$ cat src/rtl/fifo_pkg.sv
// Shared FIFO constants and the write-side state type.
// Used by the write side (write_operation, write_decoder) and the read side.
package fifo_pkg;

  localparam int DATA_WIDTH  = 32;
  localparam int ADDR_WIDTH  = 3;
  localparam int DEPTH       = 1 << ADDR_WIDTH;
  // Occupancy needs one extra bit so that "completely full" (DEPTH) is representable.
  localparam int COUNT_WIDTH = ADDR_WIDTH + 1;

  typedef enum logic [1:0] {
    IDLE     = 2'd0,
    WRITE    = 2'd1,
    WR_ERROR = 2'd2
  } wr_state_t;

endpackage : fifo_pkg

$ cat src/rtl/write_decoder.sv
// Write-address decoder: turns the write pointer into one load enable per
// register. At most one enable is high, and only when the write is accepted.
module write_decoder
  import fifo_pkg::*;
#(
  parameter int ADDR_WIDTH = fifo_pkg::ADDR_WIDTH,
  parameter int DEPTH      = fifo_pkg::DEPTH
) (
  input  logic [ADDR_WIDTH-1:0] addr,
  input  logic                  accept,
  output logic [DEPTH-1:0]      load_en
);

  genvar gi;
  generate
    for (gi = 0; gi < DEPTH; gi++) begin : g_dec
      assign load_en[gi] = accept && (addr == ADDR_WIDTH'(gi));
    end
  endgenerate

endmodule : write_decoder

$ cat src/rtl/write_operation.sv
// Write side of the synchronous FIFO: register bank, write pointer,
// occupancy count, full flag, and the ack/error status FSM.
// Optional feature: define WR_ALMOST_FULL_EN to add a registered
// almost_full output (high when occupancy >= DEPTH-1).
module write_operation
  import fifo_pkg::*;
#(
  parameter int DATA_WIDTH = fifo_pkg::DATA_WIDTH,
  parameter int ADDR_WIDTH = fifo_pkg::ADDR_WIDTH,
  parameter int DEPTH      = fifo_pkg::DEPTH
) (
  input  logic                        clk,
  input  logic                        reset_n,
  input  logic                        wr_en,
  input  logic [DATA_WIDTH-1:0]       din,
  input  logic                        rd_done,
  output logic [DEPTH*DATA_WIDTH-1:0] reg_q,
  output logic [ADDR_WIDTH-1:0]       wr_ptr,
  output logic                        full,
  output logic                        wr_ack,
  output logic                        wr_err
`ifdef WR_ALMOST_FULL_EN
  ,
  output logic                        almost_full
`endif
);

  localparam int CW = ADDR_WIDTH + 1;

  logic [DATA_WIDTH-1:0] bank_q [DEPTH];
  logic [ADDR_WIDTH-1:0] wr_ptr_q, wr_ptr_d;
  logic [CW-1:0]         count_q, count_d;
  logic                  full_q;
  wr_state_t             state_q, state_d;
  logic                  accept;
  logic [DEPTH-1:0]      load_en;

  // A write is taken only when the FIFO was not full before the edge;
  // a same-cycle pop never frees space for this write.
  assign accept = wr_en && !full_q;

  write_decoder #(
    .ADDR_WIDTH(ADDR_WIDTH),
    .DEPTH     (DEPTH)
  ) u_decoder (
    .addr   (wr_ptr_q),
    .accept (accept),
    .load_en(load_en)
  );

  // Register bank: each word loads din when its decoded enable is high.
  always_ff @(posedge clk or negedge reset_n) begin
    if (!reset_n) begin
      for (int i = 0; i < DEPTH; i++) begin
        bank_q[i] <= '0;
      end
    end else begin
      for (int i = 0; i < DEPTH; i++) begin
        if (load_en[i]) begin
          bank_q[i] <= din;
        end
      end
    end
  end

  genvar gi;
  generate
    for (gi = 0; gi < DEPTH; gi++) begin : g_pack
      assign reg_q[gi*DATA_WIDTH +: DATA_WIDTH] = bank_q[gi];
    end
  endgenerate

  // Next pointer and occupancy; a push and a pop in one cycle cancel out,
  // and a pop on an empty FIFO is ignored.
  always_comb begin
    wr_ptr_d = wr_ptr_q;
    count_d  = count_q;
    if (accept) begin
      wr_ptr_d = wr_ptr_q + ADDR_WIDTH'(1);
    end
    if (accept && !rd_done) begin
      count_d = count_q + CW'(1);
    end else if (!accept && rd_done && (count_q != '0)) begin
      count_d = count_q - CW'(1);
    end
  end

  // Pointer, count and flags; flags are computed from the next count so
  // they line up with the count they describe.
  always_ff @(posedge clk or negedge reset_n) begin
    if (!reset_n) begin
      wr_ptr_q <= '0;
      count_q  <= '0;
      full_q   <= 1'b0;
    end else begin
      wr_ptr_q <= wr_ptr_d;
      count_q  <= count_d;
      full_q   <= (count_d == CW'(DEPTH));
    end
  end

`ifdef WR_ALMOST_FULL_EN
  logic almost_full_q;

  // Early warning: at most one free slot left.
  always_ff @(posedge clk or negedge reset_n) begin
    if (!reset_n) begin
      almost_full_q <= 1'b0;
    end else begin
      almost_full_q <= (count_d >= CW'(DEPTH - 1));
    end
  end

  assign almost_full = almost_full_q;
`endif

  // FSM state register.
  always_ff @(posedge clk or negedge reset_n) begin
    if (!reset_n) begin
      state_q <= IDLE;
    end else begin
      state_q <= state_d;
    end
  end

  // FSM next state: every state can move to any other on each edge.
  always_comb begin
    state_d = IDLE;
    if (wr_en) begin
      state_d = full_q ? WR_ERROR : WRITE;
    end
  end

  // FSM Moore outputs: one-cycle status for the previous cycle's request.
  always_comb begin
    wr_ack = 1'b0;
    wr_err = 1'b0;
    case (state_q)
      WRITE:    wr_ack = 1'b1;
      WR_ERROR: wr_err = 1'b1;
      default: begin
        wr_ack = 1'b0;
        wr_err = 1'b0;
      end
    endcase
  end

  assign wr_ptr = wr_ptr_q;
  assign full   = full_q;

endmodule : write_operation

$ cat config.mk
export PLATFORM = sky130hd
export DESIGN_NAME = write_operation
export DESIGN_NICKNAME = d
export VERILOG_FILES = /design/src/rtl/fifo_pkg.sv /design/src/rtl/write_decoder.sv /design/src/rtl/write_operation.sv
export SDC_FILE = /design/constraint.sdc
export NUM_CORES = 1
export LEC_CHECK = 0
export ABC_AREA = 1
export BUFFER_PORTS_ARGS = -buffer_cell sky130_fd_sc_hd__buf_4
export CORE_UTILIZATION = 46
export DETAILED_ROUTE_END_ITERATION = 16
export PLACE_DENSITY_LB_ADDON = 0.3
export SLEW_MARGIN = 20
export SYNTH_ARGS = -nofsm -noshare
export SYNTH_HDL_FRONTEND = slang
export SYNTH_SLANG_ARGS = --single-unit
$ cat constraint.sdc
create_clock -name clk -period 1.4 [get_ports clk]
set_input_delay 0.07 -clock clk [delete_from_list [all_inputs] [get_ports clk]]
set_output_delay 0.07 -clock clk [all_outputs]
set_load 0.01 [all_outputs]
==> reports/summary.txt, run 1 <==
Mux share of post-synthesis cell area - 0%
DIE AREA - 0.0218 mm^2
Area of the mapped netlist - 0.00976 mm^2
Worst Setup Slack, final - -0.0803 ns
GPL Wtd Cong - 0.803
Number of I/O pins - 298
Total congestion overflow - 0
Deepest clock path buffer count - 3
Total GRT Usage - 26.5%
Pins Over Slew Limit - 0
Crit path DAT - 1.87 ns
Syn avg cell area - 10.4 um^2
Via/cell ratio - 5.14
Worst path required time - 1.78 ns
Final layout net count - 1,351
Period minus WS final - 1.48 ns
CTS tree - built
Largest family of logic cells by synthesized area - compound AO/OA/AOI/OAI gates
Clock group share of total power - 19.3%
Num CTS Buffers - 27
Top cell type's share of synthesized area - 68.2%
Setup Skew - 0.0132 ns
Die Y - 148 um
Initial antenna violation count - 0
Vias - 8,205
P_sw - 12.6 mW
Logic pwr share - 41.9%
Global-route wire length before repair - 44.9 mm
Post-route design area - 0.0144 mm^2
Core area - 0.0205 mm^2
Unique cell type count in the Yosys netlist - 22
Seq cells post-synth - 266
Die W - 148 um
Top cell type by total area after synthesis - dfrtp_1
Slew HR - 67.5%
Post-synth net total - 981
Max_cap viols - 0
Final setup violation count - 152
Worst vdd ir - 1380 uV
Reg area - 0.00666 mm^2
Flop pwr share - 38.8%
Clk_lat worst skew - 0.52 ns
Area taken by multi-input logic gates - 0.00295 mm^2
Pwr Density - 2420 mW/mm^2
WL met2 - 15.2 mm
# DRC - 0
WL/cell - 19.1 um
Crit path capture type - flop
Worst Hold Class - input port to asynchronous set/reset pin
Synth warn - 0
Clock transition at path regs - 0.06 ns
CP Class - flop to flop
Sequential-to-total area share from yosys stat - 68.2%
Int Power - 22.2 mW
DR top layer - met4
Vias in the first global route - 8,046
H-tree levels - 1
DP Area - 0.0126 mm^2
DP HPWL - 18.8 mm
Antenna diode count - 0
Switching fraction of total power - 36.2%
Commonest non-fill, non-tap cells in the layout - 318 x buf_4, 264 x dfrtp_1, 246 x nand2_1
Tcrit/Tclk final - 106%
FP Rows - 52
DRT met1 WL - 12.1 mm
Filler cell count - 1,486
Initial Utilization - 47.6%
Synth Area in Adders - 1.03%
Failing checks - setup timing
Xor/xnor cell area share of the yosys netlist - 0.0898%
P_leak - 7.36 nW
Final ANT Viol Nets - 0
Mapped Cells - 937
Status - complete, but fails checks
Layout cell share with drive strength beyond 1 - 36.3%
Crit start category - flop
Largest net degree at the start of global routing - 57
Slew @ Worst Pin - 0.487 ns
DRT Pass-1 Iters - 5
Synth-to-layout area growth - 47.7%
CTS root buf - clkbuf_16
Simple-Gate Fraction of Synth Area - 12.8%
Clock sinks - 266
Final Hold Viols - 0
Critical-path maximum fanout - 12
Compound-Gate Fraction of Synth Area - 13.3%
Metal3 WL - 2.34 mm
Synth area leaders - dfrtp_1 68%, nand2_1 11%, o21ai_1 6.8%, o21ai_0 6.4%, inv_1 1.7%
RSZ-0062 raised after global routing - true
Most common cell after layout, fill and taps aside - buf_4
PortBufs - 297
Fmax - 676 MHz
Layout Utilization - 70.3%
Post-Route WL - 30.4 mm
Starting DRT DRC Count - 409
-- through the flow --
stage | hold slack [ns] | TNS [ns] | cells | setup slack, ns | power (mW)
6_report | 0.0670 | -3.20 | 1596 | -0.0803 | 34.9
5_1_grt | 0.0929 | -16.98 | 1596 | -0.131 | 36.9
4_1_cts | 0.0778 | -0.00838 | 1583 | -0.00539 | 33.8
3_5_place_dp | 0.0398 | -2.28 | 1492 | -0.0621 | 26.7
3_3_place_gp | 0.0380 | 0 | 1492 | 0.00890 | 26.2
2_1_floorplan | -0.226 | -0.160 | 937 | -0.00756 | 19.0
-- cell usage after synthesis --
cell,count
a21oi_1,1
buf_2,20
buf_4,6
buf_6,3
buf_8,1
clkbuf_1,19
clkbuf_2,1
dfrtp_1,266
ha_1,8
inv_1,45
inv_2,2
nand2_1,284
nand2_4,2
nand3_1,6
nand3_2,2
nand3_4,4
nand3b_1,1
nor2_1,6
nor2_4,1
o21ai_0,125
o21ai_1,133
xor2_1,1
-- registers in the layout (all words and copies together) (netlist names) --
name / flops
full: 1
reg_q: 256
wr_ptr: 3
state_q: 2
count_q: 4
-- area by class of cell --
type	instances	area share (%)
flip-flops and latches	266	46.2
clock inverters	12	0.469
well taps	270	2.34
repair buffers	391	24.0
clock buffers	36	5.27
inverters	47	1.24
multi-input cells	574	20.5
-- layer usage --
metal,GRT usage (%),up-vias
met5,0,-
met4,7.68,0
met3,5.65,55
met2,45.9,327
met1,33.7,3997
li1,-,3826
-- power groups by stage --
stage	clock network, mW	logic (mW)	registers [mW]
5_1_grt	7.17	15.8	13.9
4_1_cts	6.80	13.7	13.3
3_5_place_dp	0	13.4	13.4
6_report	6.72	14.6	13.5
2_1_floorplan	0	4.22	14.7
3_3_place_gp	0	12.9	13.2
-- worst paths after layout --
| kind | end | from | cells after the start | slack [ns] |
|---|---|---|---|---|
| worst min register to register | reg_q[115] | reg_q[115] | 2 | 0.49 |
| min in group clk | state_q[1] | wr_en | 4 | 0.36 |
| worst max-delay path | reg_q[107] | full | 7 | -0.08 |
| worst min-delay path | full | reset_n | 2 | 0.07 |
| max in group asynchronous | reg_q[170] | reset_n | 3 | 0.65 |
| worst max register to register | reg_q[107] | full | 7 | -0.08 |
-- worst max-delay path, cell delays in order, from the launching register on --
cell and delay (ns):
dfrtp_1 0.42, nor2_4 0.17, buf_12 0.16, buf_4 0.14, nand2_8 0.09, buf_12 0.16, nand2_1 0.08, o21ai_0 0.10
-- kinds of logic (layout without fill, tap and decap cells) --
| family | after synthesis | in the layout |
|---|---|---|
| compound gates | 259 | 259 |
| fa+ha+maj | 8 | 8 |
| flops | 266 | 266 |
| simple gates | 306 | 306 |
| xor+xnor | 1 | 1 |
| buf+inv | 97 | 486 |
-- repair_timing --
item,in CTS,in global routing
pin swaps,3,6
setup buffers,6,4
endpoints found under the hold margin,455,0
setup endpoints to repair,128,228
resized for setup,22,99
cloned,2,11
hold buffers,35,0
Note: power is estimated with default switching activity, not from simulation.
==> inputs of run 2 (changes only) <==
- PLACE_DENSITY_LB_ADDON: 0.3 -> 0.12
==> reports/summary.txt, run 2 (synthesized netlist as in run 1, its figures left out) <==
Critical-path maximum fanout - 9 (-3)
GPL Wtd Cong - 0.832 (+3.5%)
Crit path DAT - 1.91 ns (+0.04 ns)
Layout cell share with drive strength beyond 1 - 31.6% (-4.6 points)
Pre-CTS setup slack - -0.0585 ns (+0.00365 ns)
Layout Utilization - 69.9% (-0.42 points)
WL/cell - 18.0 um (-5.8%)
Max_cap viols - 0 (unchanged)
Final layout net count - 1,343 (-0.59%)
# DRC - 0 (unchanged)
RSZ-0062 raised after global routing - true
Largest net degree at the start of global routing - 50 (-12%)
DP Area - 0.0126 mm^2 (+0.20%)
Worst Hold Class - input port to flop
Initial antenna violation count - 0 (unchanged)
Final Hold Viols - 0 (unchanged)
Commonest non-fill, non-tap cells in the layout - 315 x buf_4, 282 x nand2_1, 264 x dfrtp_1
Total GRT Usage - 25.1% (-1.4 points)
Post-Route WL - 28.6 mm (-6.1%)
FP Rows - 52 (unchanged)
Initial Utilization - 47.6% (unchanged)
Antenna diode count - 0 (unchanged)
Starting DRT DRC Count - 445 (+8.8%)
Crit start category - flop
Slew HR - 74.0% (+6.5 points)
Vias - 7,969 (-2.9%)
Post-route design area - 0.0143 mm^2 (-0.60%)
Worst Setup Slack, final - -0.0841 ns (-0.00377 ns)
Setup Skew - 0.0147 ns (+0.00159 ns)
Tcrit/Tclk final - 106% (+0.27 points)
Deepest clock path buffer count - 3 (unchanged)
Fmax - 674 MHz (-0.25%)
CP max stage delay - 0.42 ns (about the same)
Worst path required time - 1.82 ns (+0.04 ns)
CP Class - flop to flop
H-tree levels - 1 (unchanged)
DP HPWL - 18.4 mm (-2.5%)
DIE AREA - 0.0218 mm^2 (unchanged)
Failing checks - setup timing
Worst Hold Margin - 0.00161 ns (-0.0654 ns)
Num CTS Buffers - 28 (+3.7%)
PortBufs - 297 (unchanged)
P_leak - 7.37 nW (+0.23%)
Via/cell ratio - 5.01 (-2.6%)
Clock sinks - 266 (unchanged)
Status - complete, but fails checks
Max reg flops - 256 (unchanged)
Setup_tns - -0.126 ns (+3.08 ns)
Crit path cell chain - nor2_4, buf_12, nand2_4, buf_12, clkbuf_16, o21ai_0
Clk_lat worst skew - 0.53 ns (about the same)
Most numerous cell on the critical path - buf_12
Die Y - 148 um (unchanged)
Final ANT Viol Nets - 0 (unchanged)
Clock transition at path regs - 0.07 ns (about the same)
Final setup violation count - 9 (-94%)
CTS tree - built
Vias in the first global route - 7,651 (-4.9%)
DRT Pass-1 Iters - 5 (unchanged)
Number of I/O pins - 298 (unchanged)
CTS root buf - clkbuf_16
Filler cell count - 1,560 (+5.0%)
Pins Over Slew Limit - 0 (unchanged)
Core area - 0.0205 mm^2 (unchanged)
Crit path capture type - flop
Period minus WS final - 1.48 ns (+0.00377 ns)
Global-route wire length before repair - 42.8 mm (-4.8%)
Synth-to-layout area growth - 46.9%
Most common cell after layout, fill and taps aside - buf_4
Worst vdd ir - 1340 uV (-3.3%)
Hold Path Depth - 3
CP max-delay cell - dfrtp_1
Pwr Density - 2480 mW/mm^2 (+2.7%)
Slew @ Worst Pin - 0.389 ns (-0.0982 ns)
Total congestion overflow - 0 (unchanged)
Die W - 148 um (unchanged)
FF-to-FF path depth - 6 (-1)
==> run 2: cell types whose count changed in the layout (fill, tap and decap cells not counted), moves of 3 or more <==
cell	delta
clkbuf_1	+3
bufinv_16	+6
o21ai_1	-4
o21ai_2	-17
o21ai_0	+21
nand2_2	-28
clkinv_2	-8
buf_4	-3
nand2_1	+36
nand2_4	-6
==> run 2: area by class of cell <==
type | instances | area (um^2) | area share (%)
timing repair buffer | 382 | 3360 | 23.5
clock inverter | 9 | 199 | 1.39
multi-input combinational | 574 | 2750 | 19.2
sequential | 266 | 6660 | 46.5
tap | 270 | 338 | 2.36
clock buffer | 43 | 848 | 5.92
inverter | 47 | 179 | 1.25
==> run 2: report_power, final <==
group	total (mW)	internal, mW	switching, mW
Sequential	13.4	11.2	2.13
Combinational	13.9	6.95	6.99
Clock	8.29	5.27	3.03
Total	35.6	23.4	12.1
==> run 2: worst max-delay path, delay by kind of cell (launching register included) <==
family	cells	cell delay (ns)
buffers and inverters	3	0.47
flip-flops	1	0.42
AO/OA/AOI/OAI	1	0.25
AND/OR/NAND/NOR	2	0.22
==> run 2: what timing repair did <==
item                                   4_1_cts  5_1_grt
gates resized for setup                      9       23
pin swaps                                    1        6
hold buffers                                34        0
cloned                                       1        6
buffers inserted                             6        0
setup endpoints to repair                  175      208
endpoints found under the hold margin      484        0
==> run 2: final timing paths <==
path / start / end / slack (ns)
max in group asynchronous: reset_n / reg_q[208] / 0.72
worst min-delay path: din[31] / reg_q[159] / 0.002
worst max register to register: full / reg_q[112] / -0.08
worst max-delay path: full / reg_q[112] / -0.08
worst min register to register: reg_q[0] / reg_q[0] / 0.48
min in group asynchronous: reset_n / reg_q[107] / 0.03
==> run 2: stage by stage <==
stage | power [mW] | cells
floorplan | 19.0 | 937
CTS | 35.4 | 1585
global placement | 26.3 | 1492
detailed placement | 26.7 | 1492
finish | 35.6 | 1591
global route | 37.7 | 1591
==> run 2: per-layer routing <==
layer / GRT usage [%] / share of wire, % / vias up
met2: 40.8 / 48 / 290
met3: 5.65 / 7.6 / 41
li1: - / - / 3798
met4: 7.99 / 2.6 / 0
met5: 0 / 0 / -
met1: 33.7 / 42 / 3840
==> inputs of run 3 (changes only) <==
- REMOVE_ABC_BUFFERS: not set -> 1
==> reports/summary.txt, run 3 (synthesized netlist as in run 1, its figures left out) <==
Clock group share of total power - 19.5% (-3.8 points)
Global-route wire length before repair - 43.7 mm (+2.2%)
Starting DRT DRC Count - 472 (+6.1%)
Initial Utilization - 47.6% (unchanged)
GPL Wtd Cong - 0.830 (-0.26%)
Post-route design area - 0.0152 mm^2 (+5.8%)
Switching fraction of total power - 36.2% (+2.1 points)
P_sw - 13.2 mW (+8.7%)
CTS root buf - clkbuf_16
DP HPWL - 18.3 mm (-0.36%)
Worst vdd ir - 1440 uV (+7.9%)
Fmax - 682 MHz (+1.2%)
FP Rows - 52 (unchanged)
Final layout net count - 1,374 (+2.3%)
Max reg flops - 256 (unchanged)
H-tree levels - 1 (unchanged)
Clock sinks - 266 (unchanged)
WL/cell - 20.5 um (+14%)
Slew HR - 73.4% (-0.64 points)
Setup_tns - -1.55 ns (-1.43 ns)
Layout Utilization - 74.0% (+4.0 points)
Crit start category - flop
Largest net degree at the start of global routing - 49 (-2.0%)
Commonest non-fill, non-tap cells in the layout - 314 x buf_4, 264 x dfrtp_1, 216 x nand2_1
Most common cell after layout, fill and taps aside - buf_4
RSZ-0062 raised after global routing - true
CP max-delay cell - dfrtp_1
Synth-to-layout area growth - 55.3%
Layout cell share with drive strength beyond 1 - 39.5% (+7.9 points)
Final ANT Viol Nets - 0 (unchanged)
Final setup violation count - 91 (+82)
Total GRT Usage - 25.6% (+0.42 points)
Int Power - 23.2 mW (-0.98%)
Inst Count DP - 1,493 (+0.067%)
Worst Hold Class - input port to asynchronous set/reset pin
Filler cell count - 1,449 (-7.1%)
PortBufs - 297 (unchanged)
Crit path DAT - 1.87 ns (-0.04 ns)
Worst Setup Slack, final - -0.0666 ns (+0.0175 ns)
Clk_lat worst skew - 0.53 ns (about the same)
Critical-path maximum fanout - 48 (+39)
Deepest clock path buffer count - 3 (unchanged)
Pwr Density - 2400 mW/mm^2 (-3.3%)
Initial antenna violation count - 0 (unchanged)
Die W - 148 um (unchanged)
Pre-CTS setup slack - -0.0325 ns (+0.0260 ns)
Antenna diode count - 0 (unchanged)
Pins Over Slew Limit - 0 (unchanged)
Crit path capture type - flop
Via/cell ratio - 5.29 (+5.6%)
Total congestion overflow - 0 (unchanged)
Vias - 8,578 (+7.6%)
P_leak - 7.68 nW (+4.2%)
Flop pwr share - 37.5% (about the same)
Final Hold Viols - 0 (unchanged)
Slew @ Worst Pin - 0.399 ns (+0.00998 ns)
Num CTS Buffers - 27 (-3.6%)
CP Class - flop to flop
Max_cap viols - 0 (unchanged)
DIE AREA - 0.0218 mm^2 (unchanged)
Worst path required time - 1.80 ns (-0.02 ns)
Tcrit/Tclk final - 105% (-1.3 points)
Crit path cell chain - nor2_4, buf_12, buf_4, nand3_4, buf_12, nand2_1, o21ai_1
Die Y - 148 um (unchanged)
Core area - 0.0205 mm^2 (unchanged)
Setup Skew - 0.00787 ns (-0.00687 ns)
DP Area - 0.0126 mm^2 (+0.24%)
CTS tree - built
Status - complete, but fails checks
Post-Route WL - 33.2 mm (+16%)
Period minus WS final - 1.47 ns (-0.0175 ns)
CP max stage delay - 0.42 ns (about the same)
Clock transition at path regs - 0.06 ns (about the same)
# DRC - 0 (unchanged)
DRT Pass-1 Iters - 5 (unchanged)
Number of I/O pins - 298 (unchanged)
Most numerous cell on the critical path - buf_12
Logic pwr share - 43.1% (+3.9 points)
Vias in the first global route - 7,728 (+1.0%)
Failing checks - setup timing
Final Non-Filler Cells - 1,621 (+1.9%)
run 3: cell count changes in the layout (fill, tap and decap cells not counted), sizes merged, moves of 3 or more:
cell / previous run / this run
bufinv: 6 / 1
clkbuf: 48 / 65
clkinv: 2 / 5
buf: 342 / 355
run 3: routing by layer:
metal  vias up  part of all wire, %  global-route usage, %
met3        72                  8.1                   5.80
met2       390                   48                   40.7
met4         0                  3.5                   8.61
li1       3855                    -                      -
met1      4261                   41                   34.8
met5         -                    0                      0
run 3: path summary, 6_finish.rpt:
check	start	endpoint	slack, ns	cells past startpoint
worst min-delay path	reset_n	reg_q[143]	0.04	2
worst max register to register	full	reg_q[82]	-0.07	7
min in group clk	wr_en	state_q[1]	0.33	4
worst min register to register	reg_q[108]	reg_q[108]	0.49	2
worst max-delay path	full	reg_q[82]	-0.07	7
max in group asynchronous	reset_n	reg_q[120]	0.76	3
run 3: cell type report:
type	instances	area, um^2	share of cell area (%)
timing repair buffer	413	4000	26.4
sequential	266	6660	43.9
inverter	47	184	1.21
tap	270	338	2.23
clock buffer	42	802	5.29
clock inverter	8	71.3	0.471
multi-input combinational	575	3100	20.5
run 3: power by group through the flow:
stage / registers [mW] / clock network, mW / logic [mW]
global route: 14.0 / 7.50 / 16.9
global placement: 13.3 / 0 / 13.1
finish: 13.6 / 7.09 / 15.7
CTS: 13.3 / 7.13 / 13.6
floorplan: 14.8 / 0 / 3.88
detailed placement: 13.4 / 0 / 13.4
run 3: what timing repair did:
action | in CTS | in global routing
gates resized for setup | 8 | 198
pin swaps | 1 | 6
hold endpoints to repair | 526 | 0
gates cloned | 1 | 31
setup endpoints to repair | 79 | 259
setup buffers | 0 | 11
hold buffers | 35 | 0
run 3: metrics by stage:
stage                     hold WS (ns)  total power, mW
after global routing            0.0519             38.4
after floorplan                 -0.226             18.7
after global placement         0.00252             26.4
after detailed placement       0.00130             26.8
after CTS                       0.0444             34.1
final                           0.0411             36.4
run 3: critical path, delay by kind of cell, from the launching register on:
kind | cells | cell delay [ns]
flip-flops | 1 | 0.42
buffers and inverters | 3 | 0.48
AND/OR/NAND/NOR | 3 | 0.35
AO/OA/AOI/OAI | 1 | 0.08
